<file path="src/rtl/seq_divider_pkg.sv">
// Shared definitions for the sequential restoring divider.
// Holds the FSM state encoding and a helper that sizes the iteration counter.
// Imported by seq_divider; carries no logic of its own.
package seq_divider_pkg;

  // FSM encoding; values are fixed so waveforms and debug dumps stay comparable.
  typedef enum logic [1:0] {
    ST_IDLE = 2'd0,
    ST_BUSY = 2'd1,
    ST_DONE = 2'd2
  } state_t;

  // Iteration counter width: it must hold W-1, so $clog2(W) bits.
  // The result is never allowed to drop below 1 bit.
  function automatic int cnt_width(input int w);
    return (w > 1) ? $clog2(w) : 1;
  endfunction

endpackage

</file>
<file path="src/rtl/seq_divider_addsub_n.sv">
// Purpose: N-bit ripple adder-subtractor; ctrl=0 gives a+b, ctrl=1 gives a-b.
// Latency: purely combinational, no clock.
// Backpressure: none; the outputs follow the inputs.
// Ports:
//   a, b  : N-bit operands
//   ctrl  : inverts b and is used as the carry-in (0 = add, 1 = subtract)
//   s     : N-bit sum or difference
//   cout  : carry out; on subtract, 1 means no borrow (a >= b)
module addsub_n #(
  parameter int N = 5
) (
  input  logic [N-1:0] a,
  input  logic [N-1:0] b,
  input  logic         ctrl,
  output logic [N-1:0] s,
  output logic         cout
);

  logic [N-1:0] w_b_eff;
  logic [N:0]   w_carry;

  assign w_b_eff = b ^ {N{ctrl}};

  // Explicit carry chain, one full adder per bit.
  always_comb begin
    w_carry    = '0;
    s          = '0;
    w_carry[0] = ctrl;
    for (int i = 0; i < N; i++) begin
      s[i]         = a[i] ^ w_b_eff[i] ^ w_carry[i];
      w_carry[i+1] = (a[i] & w_b_eff[i]) | (w_carry[i] & (a[i] ^ w_b_eff[i]));
    end
  end

  assign cout = w_carry[N];

endmodule

</file>
<file path="src/rtl/seq_divider.sv">
// Purpose: multi-cycle unsigned restoring divider, one quotient bit per clock.
// Latency: out_valid rises W cycles after the accept edge; one op per W+2 cycles.
// Backpressure: out_ready low holds the result in DONE; in_ready stays low until the
//   result is taken.
// Ports:
//   clk, rst_n           : clock and asynchronous active-low reset
//   in_valid / in_ready  : operand handshake; dividend and divisor are sampled on accept
//   dividend, divisor    : W-bit unsigned operands
//   out_valid / out_ready: result handshake
//   quotient, remainder  : W-bit unsigned results
//   div_by_zero          : result came from a zero divisor (quotient all ones, rem = dividend)
module seq_divider
  import seq_divider_pkg::*;
#(
  parameter int W = 4
) (
  input  logic         clk,
  input  logic         rst_n,
  input  logic         in_valid,
  output logic         in_ready,
  input  logic [W-1:0] dividend,
  input  logic [W-1:0] divisor,
  output logic         out_valid,
  input  logic         out_ready,
  output logic [W-1:0] quotient,
  output logic [W-1:0] remainder,
  output logic         div_by_zero
);

  localparam int CW = cnt_width(W);
  localparam logic [CW-1:0] CNT_LAST = CW'(W - 1);

  state_t        r_state;
  state_t        w_state_nxt;

  logic [W-1:0]  r_q;      // dividend shifts out the top, quotient bits shift in the bottom
  logic [W-1:0]  r_r;      // partial remainder
  logic [W-1:0]  r_d;      // latched divisor
  logic [CW-1:0] r_cnt;
  logic          r_dbz;

  logic          w_accept;
  logic          w_xfer;
  logic          w_last;
  logic [W:0]    w_trial;
  logic [W:0]    w_diff;
  logic          w_cout;
  logic [W-1:0]  w_r_nxt;

  // -------------------------------------------------------------------------
  // Datapath: trial subtraction on the shared add/sub block
  // -------------------------------------------------------------------------
  assign w_trial = {r_r, r_q[W-1]};

  addsub_n #(
    .N (W + 1)
  ) u_addsub (
    .a    (w_trial),
    .b    ({1'b0, r_d}),
    .ctrl (1'b1),
    .s    (w_diff),
    .cout (w_cout)
  );

  // No borrow: keep the difference. Borrow: restore the trial value.
  // R < D always holds, so the trial value is below 2*D and neither candidate needs bit W.
  assign w_r_nxt = w_cout ? w_diff[W-1:0] : w_trial[W-1:0];

  // -------------------------------------------------------------------------
  // FSM: state register
  // -------------------------------------------------------------------------
  always_ff @(posedge clk or negedge rst_n) begin
    if (!rst_n) begin
      r_state <= ST_IDLE;
    end else begin
      r_state <= w_state_nxt;
    end
  end

  // -------------------------------------------------------------------------
  // FSM: next-state logic
  // -------------------------------------------------------------------------
  always_comb begin
    w_state_nxt = r_state;
    unique case (r_state)
      ST_IDLE: if (in_valid) w_state_nxt = ST_BUSY;
      ST_BUSY: if (w_last)   w_state_nxt = ST_DONE;
      ST_DONE: if (out_ready) w_state_nxt = ST_IDLE;
      default: w_state_nxt = ST_IDLE;
    endcase
  end

  // -------------------------------------------------------------------------
  // FSM: outputs and handshake strobes
  // -------------------------------------------------------------------------
  always_comb begin
    in_ready  = 1'b0;
    out_valid = 1'b0;
    unique case (r_state)
      ST_IDLE: in_ready  = 1'b1;
      ST_BUSY: ;
      ST_DONE: out_valid = 1'b1;
      default: ;
    endcase
  end

  assign w_accept = in_valid & in_ready;
  assign w_xfer   = out_valid & out_ready;
  assign w_last   = (r_cnt == '0);

  // -------------------------------------------------------------------------
  // Operand / iteration registers
  // -------------------------------------------------------------------------
  always_ff @(posedge clk or negedge rst_n) begin
    if (!rst_n) begin
      r_q   <= '0;
      r_r   <= '0;
      r_d   <= '0;
      r_cnt <= '0;
      r_dbz <= 1'b0;
    end else if (w_accept) begin
      r_q   <= dividend;
      r_r   <= '0;
      r_d   <= divisor;
      r_cnt <= CNT_LAST;
      r_dbz <= (divisor == '0);
    end else if (r_state == ST_BUSY) begin
      r_q   <= {r_q[W-2:0], w_cout};
      r_r   <= w_r_nxt;
      // The counter parks at zero on the last step; the next accept reloads it.
      if (!w_last) begin
        r_cnt <= r_cnt - 1'b1;
      end
    end
  end

  assign quotient    = r_q;
  assign remainder   = r_r;
  assign div_by_zero = r_dbz;

  // The subtractor is one bit wider than the operands, so a successful
  // subtraction can never leave anything in the top bit.
  a_no_overflow: assert property (@(posedge clk) disable iff (!rst_n)
    (r_state == ST_BUSY && w_cout) |-> !w_diff[W]);

  // The transfer strobe only matters in DONE; it is kept for the assertion below.
  a_xfer_to_idle: assert property (@(posedge clk) disable iff (!rst_n)
    w_xfer |=> (r_state == ST_IDLE));

endmodule

</file>
<file path="config.mk">
export PLATFORM = sky130hd
export DESIGN_NAME = seq_divider
export DESIGN_NICKNAME = d
export VERILOG_FILES = /design/src/rtl/seq_divider_pkg.sv /design/src/rtl/seq_divider_addsub_n.sv /design/src/rtl/seq_divider.sv
export SDC_FILE = /design/constraint.sdc
export NUM_CORES = 1
export LEC_CHECK = 0
export ABC_CLOCK_PERIOD_IN_PS = 2800
export CAP_MARGIN = 30
export CORE_ASPECT_RATIO = 0.7
export CORE_UTILIZATION = 48
export DETAILED_ROUTE_END_ITERATION = 10
export PLACE_DENSITY = 0.77
export SYNTH_ARGS = -nofsm -noshare
export SYNTH_HDL_FRONTEND = slang
export SYNTH_HIERARCHICAL = 1
export SYNTH_SLANG_ARGS = --single-unit
export TNS_END_PERCENT = 50
</file>
<file path="constraint.sdc">
create_clock -name clk -period 2.8 [get_ports clk]
set_input_delay 0.56 -clock clk [delete_from_list [all_inputs] [get_ports clk]]
set_output_delay 0.56 -clock clk [all_outputs]
set_load 0.005 [all_outputs]
</file>
Yosys cells after proc, flatten, opt, wreduce, memory -nomap -nowiden --
Index checks and enable logic that the tools add are counted.
Storage, ports and cells: register bits after elaboration 17, input bits 12, output and inout port bits 11, logic and storage cells 58
Operators by class: add/subtract/negate cells 1, eq/ne operators 6, mux-type cells 14, bitwise logic cells 25, reduce and logical (&&, ||, !) cells 6
Operator list (number):
- $mux 4 | 5
- $mux 2 | 6
- $and 1x1->1 | 10
- $ne 2x2->1 const B | 4
- $xor 1x1->1 | 8
- $pmux 2 s3 | 1
- $not 4->5 | 1
- $or 1x1->1 | 5
- $logic_not 2->1 | 2
- $logic_not 4->1 | 1
- $reduce_and 3->1 | 1
- $eq 2x1->1 const B | 1
- $eq 2x2->1 const B | 1
- $mux 1 | 2
- $reduce_and 2->1 | 1
- $reduce_bool 2->1 | 1
- $sub 2x1->2 const B | 1
- $not 1->1 | 1

Logic depth before layout (Yosys ltp) --
Gate-level depths: netlist (run 1).
depth in word-level cells 14, gate-level depth with buffers 11, depth with buffers taken out 9

Cells and area by module --
The synthesis (run 1) kept the hierarchy.
Modules (own cells, without submodules):
- seq_divider | times used 1, cells each 74, area each 828.3 um2, sequential area each 425.4 um2
- addsub_n | times used 1, cells each 17, area each 168.9 um2, sequential area each 0.0 um2

Least setup slack after synthesis (run 1) --
OpenSTA, ideal clock, no wires.
path kind register -> register, start reg r_d[0], end reg r_r[2], in the netlist remainder[2], setup time 129 ps, data arrival time 2287 ps, required time 2671 ps, slack 384 ps, cell stages (with the launch flop) 11, path buffers 1, period minus slack after synthesis 2416 ps, cells stage by stage dfrtp_1 > mux2_2 > fa_1 > inv_1 > fa_1 > fa_1 > inv_1 > fa_1 > clkbuf_1 > mux2i_1 > o22ai_1
On the way: cells in the longest elaborated chain, start to end 14, elaborated cells on any way between the ends 16, classes of those cells mux (3); bitwise (13)
RTL lines:
- start: declaration | line seq_divider.sv:38 | logic [W-1:0] r_d;
- start signal: assignment | line seq_divider.sv:124 | r_d <= divisor;
- $not 4->5 (no source line) *
- $and 1x1->1 / $xor 1x1->1 (equally long branches) | line seq_divider_addsub_n.sv:31 | w_carry[i+1] = (a[i] & w_b_eff[i]) | (w_carry[i] & (a[i] ^ w_b_eff[i]));
- $or 1x1->1 * | line seq_divider_addsub_n.sv:31
- $and 1x1->1 * | line seq_divider_addsub_n.sv:31
- $or 1x1->1 * | line seq_divider_addsub_n.sv:31
- $and 1x1->1 * | line seq_divider_addsub_n.sv:31
- $or 1x1->1 * | line seq_divider_addsub_n.sv:31
- $and 1x1->1 * | line seq_divider_addsub_n.sv:31
- $or 1x1->1 * | line seq_divider_addsub_n.sv:31
- $and 1x1->1 * | line seq_divider_addsub_n.sv:31
- $or 1x1->1 * | line seq_divider_addsub_n.sv:31
- via w_cout | line seq_divider.sv:47 | logic w_cout;
- $mux 4 * | line seq_divider.sv:67 | assign w_r_nxt = w_cout ? w_diff[W-1:0] : w_trial[W-1:0];
- $mux 4 * | line seq_divider.sv:127 | end else if (r_state == ST_BUSY) begin
- $mux 4 * | line seq_divider.sv:121 | end else if (w_accept) begin
- end signal: assignment | line seq_divider.sv:129 | r_r <= w_r_nxt;
- end: declaration | line seq_divider.sv:37 | logic [W-1:0] r_r;
Mark *: on every way through the listed nets, which the timed path passes. The rest lies on a longest branch. The select of a mux whose other input is x is not followed. A chain may end at the register's enable or synchronous reset.

Worst setup path after layout (run 1) --
start reg r_q[3], in the netlist quotient[3], end reg r_r[2], in the netlist remainder[2]
On the way: cells in the longest elaborated chain, start to end 13, elaborated cells on any way between the ends 15, classes of those cells mux (3); bitwise (12)
RTL lines:
- start: declaration | line seq_divider.sv:36 | logic [W-1:0] r_q;
- start signal: assignment | line seq_divider.sv:122 | r_q <= dividend;
- start signal: assignment | line seq_divider.sv:128 | r_q <= {r_q[W-2:0], w_cout};
- $and 1x1->1 / $xor 1x1->1 (equally long branches) | line seq_divider_addsub_n.sv:31
- $or 1x1->1 * | line seq_divider_addsub_n.sv:31
- $and 1x1->1 * | line seq_divider_addsub_n.sv:31
- $or 1x1->1 * | line seq_divider_addsub_n.sv:31
- $and 1x1->1 * | line seq_divider_addsub_n.sv:31
- $or 1x1->1 * | line seq_divider_addsub_n.sv:31
- $and 1x1->1 * | line seq_divider_addsub_n.sv:31
- $or 1x1->1 * | line seq_divider_addsub_n.sv:31
- $and 1x1->1 * | line seq_divider_addsub_n.sv:31
- $or 1x1->1 * | line seq_divider_addsub_n.sv:31
- via w_cout | line seq_divider.sv:47
- $mux 4 * | line seq_divider.sv:67
- $mux 4 * | line seq_divider.sv:127
- $mux 4 * | line seq_divider.sv:121
Marked as above.

==> impl_metrics.yaml, run 1 <==
timing:
  tns_ns: 0
  relSlewSlack_pct: 48.8
  finalHoldViolations: 0
  timing.final.ws_setup_ns: 0.275
  fin_crit_sh_pct: 90.2
  drv_slew: 0
  setup_viol: 0
  fin_crit_ns: 2.53
  max_clock_freq_mhz: 396
  tightest_slew_ns: 0.766
  skew_ns: 0.00521
  rsz0062_at_grt: "false"
floorplan:
  dieWidth_um: 56.5
  initial_utilization_pct: 52.4
  pin_count: 23
  die_h_um: 40.1
  num_rows: 13
  core_um2: 1900
  die-area_um2: 2270
critical_path:
  cpMaxStageDelayCell: "fa_1"
  setup.worst_path.end: "remainder[2]"
  required_ns: 2.98
  startpoint: "quotient[3]"
  endpoint_kind: "register"
  regToRegEndpoint: "remainder[2]"
  crit_type: "reg2reg"
  crit_arrival_ns: 2.71
  rrSetupSlack_ns: 0.27
  cp-start-kind: "register"
  worstPathMaxFanout: 6
  crit_top_cell: "fa_1"
  reg2reg_depth: 9
  r2r-start: "quotient[3]"
  slowest_delay_ns: 0.49
  path_cells: "mux2_2, fa_1, inv_1, fa_1, fa_1, inv_1, fa_1, mux2i_1, o22ai_1"
clocking:
  clockBufferDepth: 2
  clock_latency_ns: 0.30
  cts_resized: 0
  hold_buffers: 0
  clkSinkCount: 17
  h-tree-depth: 1
  cts_root_buffer: "clkbuf_4"
  postCtsSetupBuffers: 0
  cts_tree: "done"
  cts_made_buffers: 3
  clk_pin_slew_worst_paths_ns: 0.11
global_route:
  grt_pass1_wl_um: 3490
  grt_usage_pct: 21.9
  grt-ovfl-total: 0
  grt_max_degree: 18
  grt_pass1_vias: 717
  antenna_found_initial: 0
power:
  p_leak_nw: 0.529
  power_w: 0.00142
  vdd_drop_max_mv: 0.728
  powerDensity_nw_per_um2: 1160
layout:
  final_common_cell: "clkdlybuf4s50_1"
  area_growth_pct: 22.7
  layout_common_cells: "clkdlybuf4s50_1 (22), dfrtp_1 (17), o22ai_1 (13)"
  drive_gt1_share_pct: 12.5
  final_nets: 130
  antennaDiodeCount: 0
  final_util_pct: 64.3
placement:
  pre_cts_ws_ns: 0.306
  hpwl_um: 1500
  gp_congestion: 0.730
  portBuffers: 22
detailed_routing:
  viasPerCell: 5.46
  routed-via-count: 732
  ant_nets: 0
  drt-pass1-iter-count: 2
  wl_met2_um: 953
  drtIter0Drc: 7
  drt_wl_total_um: 2050
  wl_met1_um: 976
  drc_errors: 0
  avgRoutedWirePerCell_um: 15.3
  top_layer_used: "met4"
  wl_met3_um: 103
synth:
  yosys_warnings: 6
  synthTopCellsByArea: "dfrtp_1 (43%), o22ai_1 (8.2%), fa_1 (8.0%)"
  synth_nets: 108
  avgSynthCellArea_um2: 11.0
  yosys.area.top_type_share_pct: 42.7
  synth_area_leader_cell: "dfrtp_1"
  synthCells: 91
  synth.distinct_cells: 26
  synth_seq_cells: 17
  yosysSeqAreaShare_pct: 42.7
  syn_area_um2: 997
run_status:
  run_status: "completed"
worst_hold_path:
  hold_class: "reg2reg"
job:
  maxCapViolations: 0
## layer usage
metal  up-vias  global-route usage (%)
li1        354                       -
met3         2                    6.77
met2        18                    37.9
met4         0                    7.32
met5         -                       0
met1       358                    26.9
## state kept, by name, indices dropped and copies added (netlist names)
signal and count:
div_by_zero 1, quotient 4, r_cnt 2, r_d 4, r_state 2, remainder 4
## worst min-delay path by stage
stage                            from     endpoint  slack [ns]  cells after the start
final                          r_d[2]       r_d[2]        0.54                      1
after global routing           r_d[2]       r_d[2]        0.56                      1
after CTS                      r_d[2]       r_d[2]        0.54                      1
after detailed placement       r_d[2]       r_d[2]        0.52                      1
after global placement    div_by_zero  div_by_zero        0.50                      1
after floorplan                 rst_n  div_by_zero        0.26                      0
## kinds of logic after synthesis
kind of cell,Yosys count,share of synthesized area (%)
flops,17,42.7
mux,10,10.8
buf+inv,17,9.41
other cells,2,0.753
xor+xnor,5,4.39
fa+ha+maj,5,9.28
simple gates,14,9.66
compound gates,21,13.0
## synth_stat cells, drive strengths merged
cell type and number:
dfrtp 17, o22ai 13, inv 12, mux2 6, a21oi 5, buf 4
fa 4, mux2i 4, nand2 4, nor2 3, xor2 3, conb 2
nand2b 2, xnor2 2, a311oi 1, a31oi 1, clkbuf 1, ha 1
nor3 1, nor3b 1, nor4 1, o2bb2ai 1, or2 1, or3 1
## worst max-delay path: cells and delay by family (launching register included)
kind / cells / cell delay [ns]
flip-flops: 1 / 0.47
multiplexers: 2 / 0.50
adder cells (fa/ha/maj): 4 / 1.21
AO/OA/AOI/OAI: 1 / 0.10
buffers and inverters: 2 / 0.13
## power breakdown
part / total (W) / switching [W] / leakage, nW / internal, W
sequential: 0.000499 / 0.000134 / 0.202 / 0.000365
clock: 0.000139 / 0.0000852 / 0.0177 / 0.0000534
combinational: 0.000786 / 0.000365 / 0.309 / 0.000421
## cell type report
class / count / area, um2
Timing Repair Buffer: 22 / 220
Fill cell: 152 / 679
Tap cell: 22 / 27.5
Sequential cell: 17 / 425
Multi-Input combinational cell: 57 / 478
Clock inverter: 1 / 5.00
Inverter: 12 / 45.0
Clock buffer: 3 / 22.5
## metrics by stage
step,hold WS (ns),instances,area [um2]
2_1_floorplan,0.264,91,997
3_3_place_gp,0.495,130,1200
3_5_place_dp,0.519,130,1200
5_1_grt,0.561,134,1220
4_1_cts,0.544,134,1220
6_report,0.538,134,1220
Note: power is estimated with default switching activity, not from simulation.
==> inputs of run 2 (changes only) <==
--- a/config.mk
+++ b/config.mk
@@ -11,6 +11,7 @@
 export CORE_UTILIZATION = 48
 export DETAILED_ROUTE_END_ITERATION = 10
 export PLACE_DENSITY = 0.77
+export SETUP_SLACK_MARGIN = 0.1
 export SYNTH_ARGS = -nofsm -noshare
 export SYNTH_HDL_FRONTEND = slang
 export SYNTH_HIERARCHICAL = 1
==> results of run 2 <==
The final DEF is identical to that of run 1; final timing and power are the same.
==> inputs of run 3 (changes only) <==
--- a/config.mk
+++ b/config.mk
@@ -5,12 +5,11 @@
 export SDC_FILE = /design/constraint.sdc
 export NUM_CORES = 1
 export LEC_CHECK = 0
-export ABC_CLOCK_PERIOD_IN_PS = 2800
 export CAP_MARGIN = 30
 export CORE_ASPECT_RATIO = 0.7
 export CORE_UTILIZATION = 48
 export DETAILED_ROUTE_END_ITERATION = 10
-export PLACE_DENSITY = 0.77
+export PLACE_DENSITY = 0.84
 export SETUP_SLACK_MARGIN = 0.1
 export SYNTH_ARGS = -nofsm -noshare
 export SYNTH_HDL_FRONTEND = slang
==> run 3 against run 2 <==
Compared with the run above: utilization grew 0.13 points; sequential power shrank 1%; wire length shrank 4.6%; clock skew shrank 0.0044 ns; via count shrank 1.1%; worst setup slack is essentially flat; global-route usage shrank 2.2 points; clock power shrank 3%; cell area grew 0.21%; first-iteration DRC count grew 110%; critical endpoint unchanged; largest cell class unchanged.
==> impl_metrics.yaml, run 3 (synthesized netlist as in run 1, its figures left out) <==
critical_path:
  cp-start-kind: "register"
  cpMaxStageDelayCell: "dfrtp_1"
  crit_arrival_ns: 2.70
  required_ns: 2.98
  crit_type: "reg2reg"
  crit_family: "adder cells"
  slowest_delay_ns: 0.42
  worstPathMaxFanout: 5
  path_cells: "mux2_2, fa_1, inv_1, fa_1, fa_1, inv_1, fa_2, mux2i_1, o22ai_1"
  crit_top_cell: "fa_1"
  crit_buf_inv: 2
  endpoint_kind: "register"
clocking:
  h-tree-depth: 1
  clkSinkCount: 17
  postCtsSetupBuffers: 0
  clock_latency_ns: 0.29
  hold_buffers: 0
  clockBufferDepth: 2
  cts_tree: "done"
  cts_made_buffers: 3
  cts_root_buffer: "clkbuf_4"
  clk_pin_slew_worst_paths_ns: 0.10
floorplan:
  die-area_um2: 2270
  initial_utilization_pct: 52.4
  die_h_um: 40.1
  core_um2: 1900
  dieWidth_um: 56.5
  num_rows: 13
  pin_count: 23
timing:
  rsz0062_at_grt: "false"
  max_clock_freq_mhz: 396
  skew_ns: 0.000815
  drv_slew: 0
  relSlewSlack_pct: 48.8
  holdWs_ns: 0.533
  fin_crit_sh_pct: 90.2
  finalHoldViolations: 0
  setup_viol: 0
  tightest_slew_ns: 0.766
  tns_ns: 0
  fin_crit_ns: 2.53
run_status:
  run_status: "completed"
layout:
  drive_gt1_share_pct: 13.4
  fill_cells: 154
  antennaDiodeCount: 0
  final_nets: 130
  final_common_cell: "clkdlybuf4s50_1"
  area_growth_pct: 23.0
  layout_common_cells: "clkdlybuf4s50_1 (22), dfrtp_1 (17), o22ai_1 (13)"
  stdcell_count: 134
global_route:
  grt_pass1_wl_um: 3170
  grt_max_degree: 18
  grt-ovfl-total: 0
  grt_pass1_vias: 700
  antenna_found_initial: 0
  grt_usage_pct: 19.7
power:
  power_w: 0.00142
  sw_frac_of_total_pct: 40.5
  p_sw_w: 0.000576
  p_leak_nw: 0.528
  vdd_drop_max_mv: 0.798
  powerDensity_nw_per_um2: 1160
  power_frac_clock_pct: 9.5
  intPower_w: 0.000844
  seq_power_share_pct: 34.7
  power_frac_comb_pct: 55.8
detailed_routing:
  drc_errors: 0
  routed-via-count: 724
  drt_wl_total_um: 1950
  ant_nets: 0
  drt-pass1-iter-count: 4
  avgRoutedWirePerCell_um: 14.6
  drtIter0Drc: 15
  viasPerCell: 5.40
placement:
  portBuffers: 22
  hpwl_um: 1500
  post-place-cells: 130
  gp_congestion: 0.745
job:
  maxCapViolations: 0
worst_hold_path:
  hold_class: "reg2reg"
## run 3: changes by cell type in the layout (fill, tap and decap cells not counted)
| cell | previous run | this run |
|---|---|---|
| fa_1 | 4 | 3 |
| fa_2 | 0 | 1 |
## run 3: repair_timing
item	4_1_cts	5_1_grt
gates resized for setup	0	1
hold endpoints to repair	0	0
setup endpoints to repair	0	1
## run 3: path summary, 6_finish.rpt
path,from,end,slack (ns),cells past startpoint
setup reg to reg,r_d[0],remainder[2],0.27,9
setup / recovery,r_d[0],remainder[2],0.27,9
hold / removal,div_by_zero,div_by_zero,0.53,1
hold reg to reg,div_by_zero,div_by_zero,0.53,1
min in group asynchronous,rst_n,r_state[1],0.70,1
max in group asynchronous,rst_n,remainder[0],1.62,1
## run 3: worst reg2reg max path, stage by stage, from the launching register on
cell and delay, ns:
dfrtp_1 0.42, mux2_2 0.25, fa_1 0.17, inv_1 0.05
fa_1 0.41, fa_1 0.42, inv_1 0.09, fa_2 0.29
mux2i_1 0.21, o22ai_1 0.10
## run 3: power by group through the flow
stage	registers [W]	logic (W)	clock network, W
6_report	0.000492	0.000792	0.000135
5_1_grt	0.000512	0.000882	0.000150
4_1_cts	0.000491	0.000791	0.000140
3_5_place_dp	0.000496	0.000787	0
3_3_place_gp	0.000493	0.000751	0
2_1_floorplan	0.000460	0.000596	0
## run 3: stage by stage
| step | setup WS [ns] | area (um2) | utilization [%] |
|---|---|---|---|
| floorplan | 0.384 | 997 | - |
| CTS | 0.220 | 1220 | 64.3 |
| detailed placement | 0.243 | 1200 | 62.9 |
| global route | 0.172 | 1230 | 64.4 |
| finish | 0.275 | 1230 | 64.4 |
| global placement | 0.325 | 1200 | 62.9 |
## run 3: layer usage
| metal | wire length [um] | GRT usage (%) | up-vias |
|---|---|---|---|
| li1 | - | - | 347 |
| met1 | 920 | 24.0 | 352 |
| met2 | 931 | 34.1 | 22 |
| met3 | 92 | 7.10 | 3 |
| met4 | 8 | 5.49 | 0 |
| met5 | 0 | 0 | - |
## run 3: area by class of cell
cell class              count  area, um2  area share (%)
clock buffers               3       22.5            1.84
clock inverters             1       5.00           0.408
inverters                  12       45.0            3.67
multi-input cells          57        480            39.2
flip-flops and latches     17        425            34.7
well taps                  22       27.5            2.24
repair buffers             22        220            18.0
==> RTL edit, RTL diff (config.mk and constraints of run 3) <==
Reset style: synchronous (`rst_n`), changed in 2 clocked blocks. Comments in the files are not updated.
--- a/src/rtl/seq_divider.sv
+++ b/src/rtl/seq_divider.sv
@@ -71,3 +71,3 @@
   // -------------------------------------------------------------------------
-  always_ff @(posedge clk or negedge rst_n) begin
+  always_ff @(posedge clk) begin
     if (!rst_n) begin
@@ -113,3 +113,3 @@
   // -------------------------------------------------------------------------
-  always_ff @(posedge clk or negedge rst_n) begin
+  always_ff @(posedge clk) begin
     if (!rst_n) begin
Function: differs if rst_n is asserted again (counterexample within 4 cycles, from zero or initial values and one cycle with rst_n low); with rst_n held inactive, the same outputs for 10 cycles.
==> RTL edit against run 3 <==
  * Via count is the same
  * Count of clock-buffer cells in the layout unchanged
  * Setup slack gained 12 ps
  * Routed wire length decreased by 2.8%
  * Die area down 4.8%
  * Sequential cell count stayed put
  * Cell area is 2.4% lower
  * Fmax rose by 0.48%
  * Global-route usage rose by 1.6 points
  * Area after synthesis decreased by 5.0%
Power is not compared: it rests on default switching activity, and its combinational part moved more than twofold at a synthesized area within 25%.
==> RTL edit: results (changes against run 3) <==
Finish
  • Reg area: 340.3 sq um (was 425.4 sq um)
  • Clk tree area frac: 2.301% (was 2.245%)
  • Fraction of area in multi-input gates: 44.14% (was 39.18%)
  • Fillers: 167 (was 154)
  • Share of layout cells above drive strength 1: 10.83% (was 13.39%)
  • Post-Layout Cell Count: 142 (was 134)

Die
  • Die area: 2158 sq um (was 2267 sq um)

Global route
  • Largest net degree at the start of global routing: 12 (was 18)
  • Met1 Use GR: 24.77% (was 24.04%)
  • Vias in the first global route: 697 (was 700)
  • Global-route wire length before repair: 3049 um (was 3167 um)
  • GRT met3 Usage: 9.020% (was 7.097%)
  • Met2 Use GR: 33.43% (was 34.12%)

Worst setup path
  • WP data arrival: 2730 ps (was 2700 ps)
  • Slowest cell on the critical path: dfxtp_1 (was dfrtp_1)
  • Crit Reg-Reg Startpoint: r_d[0] (unchanged)
  • Worst r2r dst: remainder[3] (was remainder[2])

Synthesis
  • Sequential area share after synthesis: 35.93% (was 42.66%)
  • Top post-synthesis cells by count: dfxtp_1, nor2_1, inv_1 (was dfrtp_1, o22ai_1, inv_1)
  • Post-synth cell types: 30 (was 26)
  • Compound-Gate Fraction of Synth Area: 15.32% (was 13.05%)
  • Synthesized instance count: 98 (was 91)
  • Syn_nets: 115 (was 108)

STA
  • Worst-Margin Slew: 618.7 ps (was 765.5 ps)
  • Worst Skew: 5.777 ps (was 0.8147 ps)
  • Min Clock Period, post-route: 2513 ps (was 2525 ps)

Status
  • Outcome: finished clean (unchanged)

Placement
  • Post-DP Area: 1166 sq um (was 1196 sq um)
  • RePlAce Congestion: 0.8161 (was 0.7454)

Drt
  • WL per Instance: 13.37 um (was 14.57 um)
  • WL met2: 852 um (was 931 um)

Power
  • Total power: 604.7 uW
==> RTL edit: cell types whose count changed after synthesis, sizes merged, moves of 5 or more <==
cell	delta
dfxtp	+17
mux2i	+5
o22ai	-11
nor2	+12
dfrtp	-17
mux2	-5
==> RTL edit: repair_timing <==
action	CTS	global route
gates resized for setup	0	1
buffers inserted	0	0
endpoints found under the setup margin	0	1
==> RTL edit: how the worst min path moves through the flow <==
| stage | from | to | slack, ps | depth (start not counted) |
|---|---|---|---|---|
| finish | r_cnt[0] | r_cnt[0] | 490 | 2 |
| global route | r_cnt[0] | r_cnt[0] | 510 | 2 |
| CTS | r_cnt[0] | r_cnt[0] | 490 | 2 |
| detailed placement | r_cnt[0] | r_cnt[0] | 470 | 2 |
| global placement | r_cnt[0] | r_cnt[0] | 460 | 2 |
| floorplan | r_cnt[0] | r_cnt[0] | 450 | 2 |
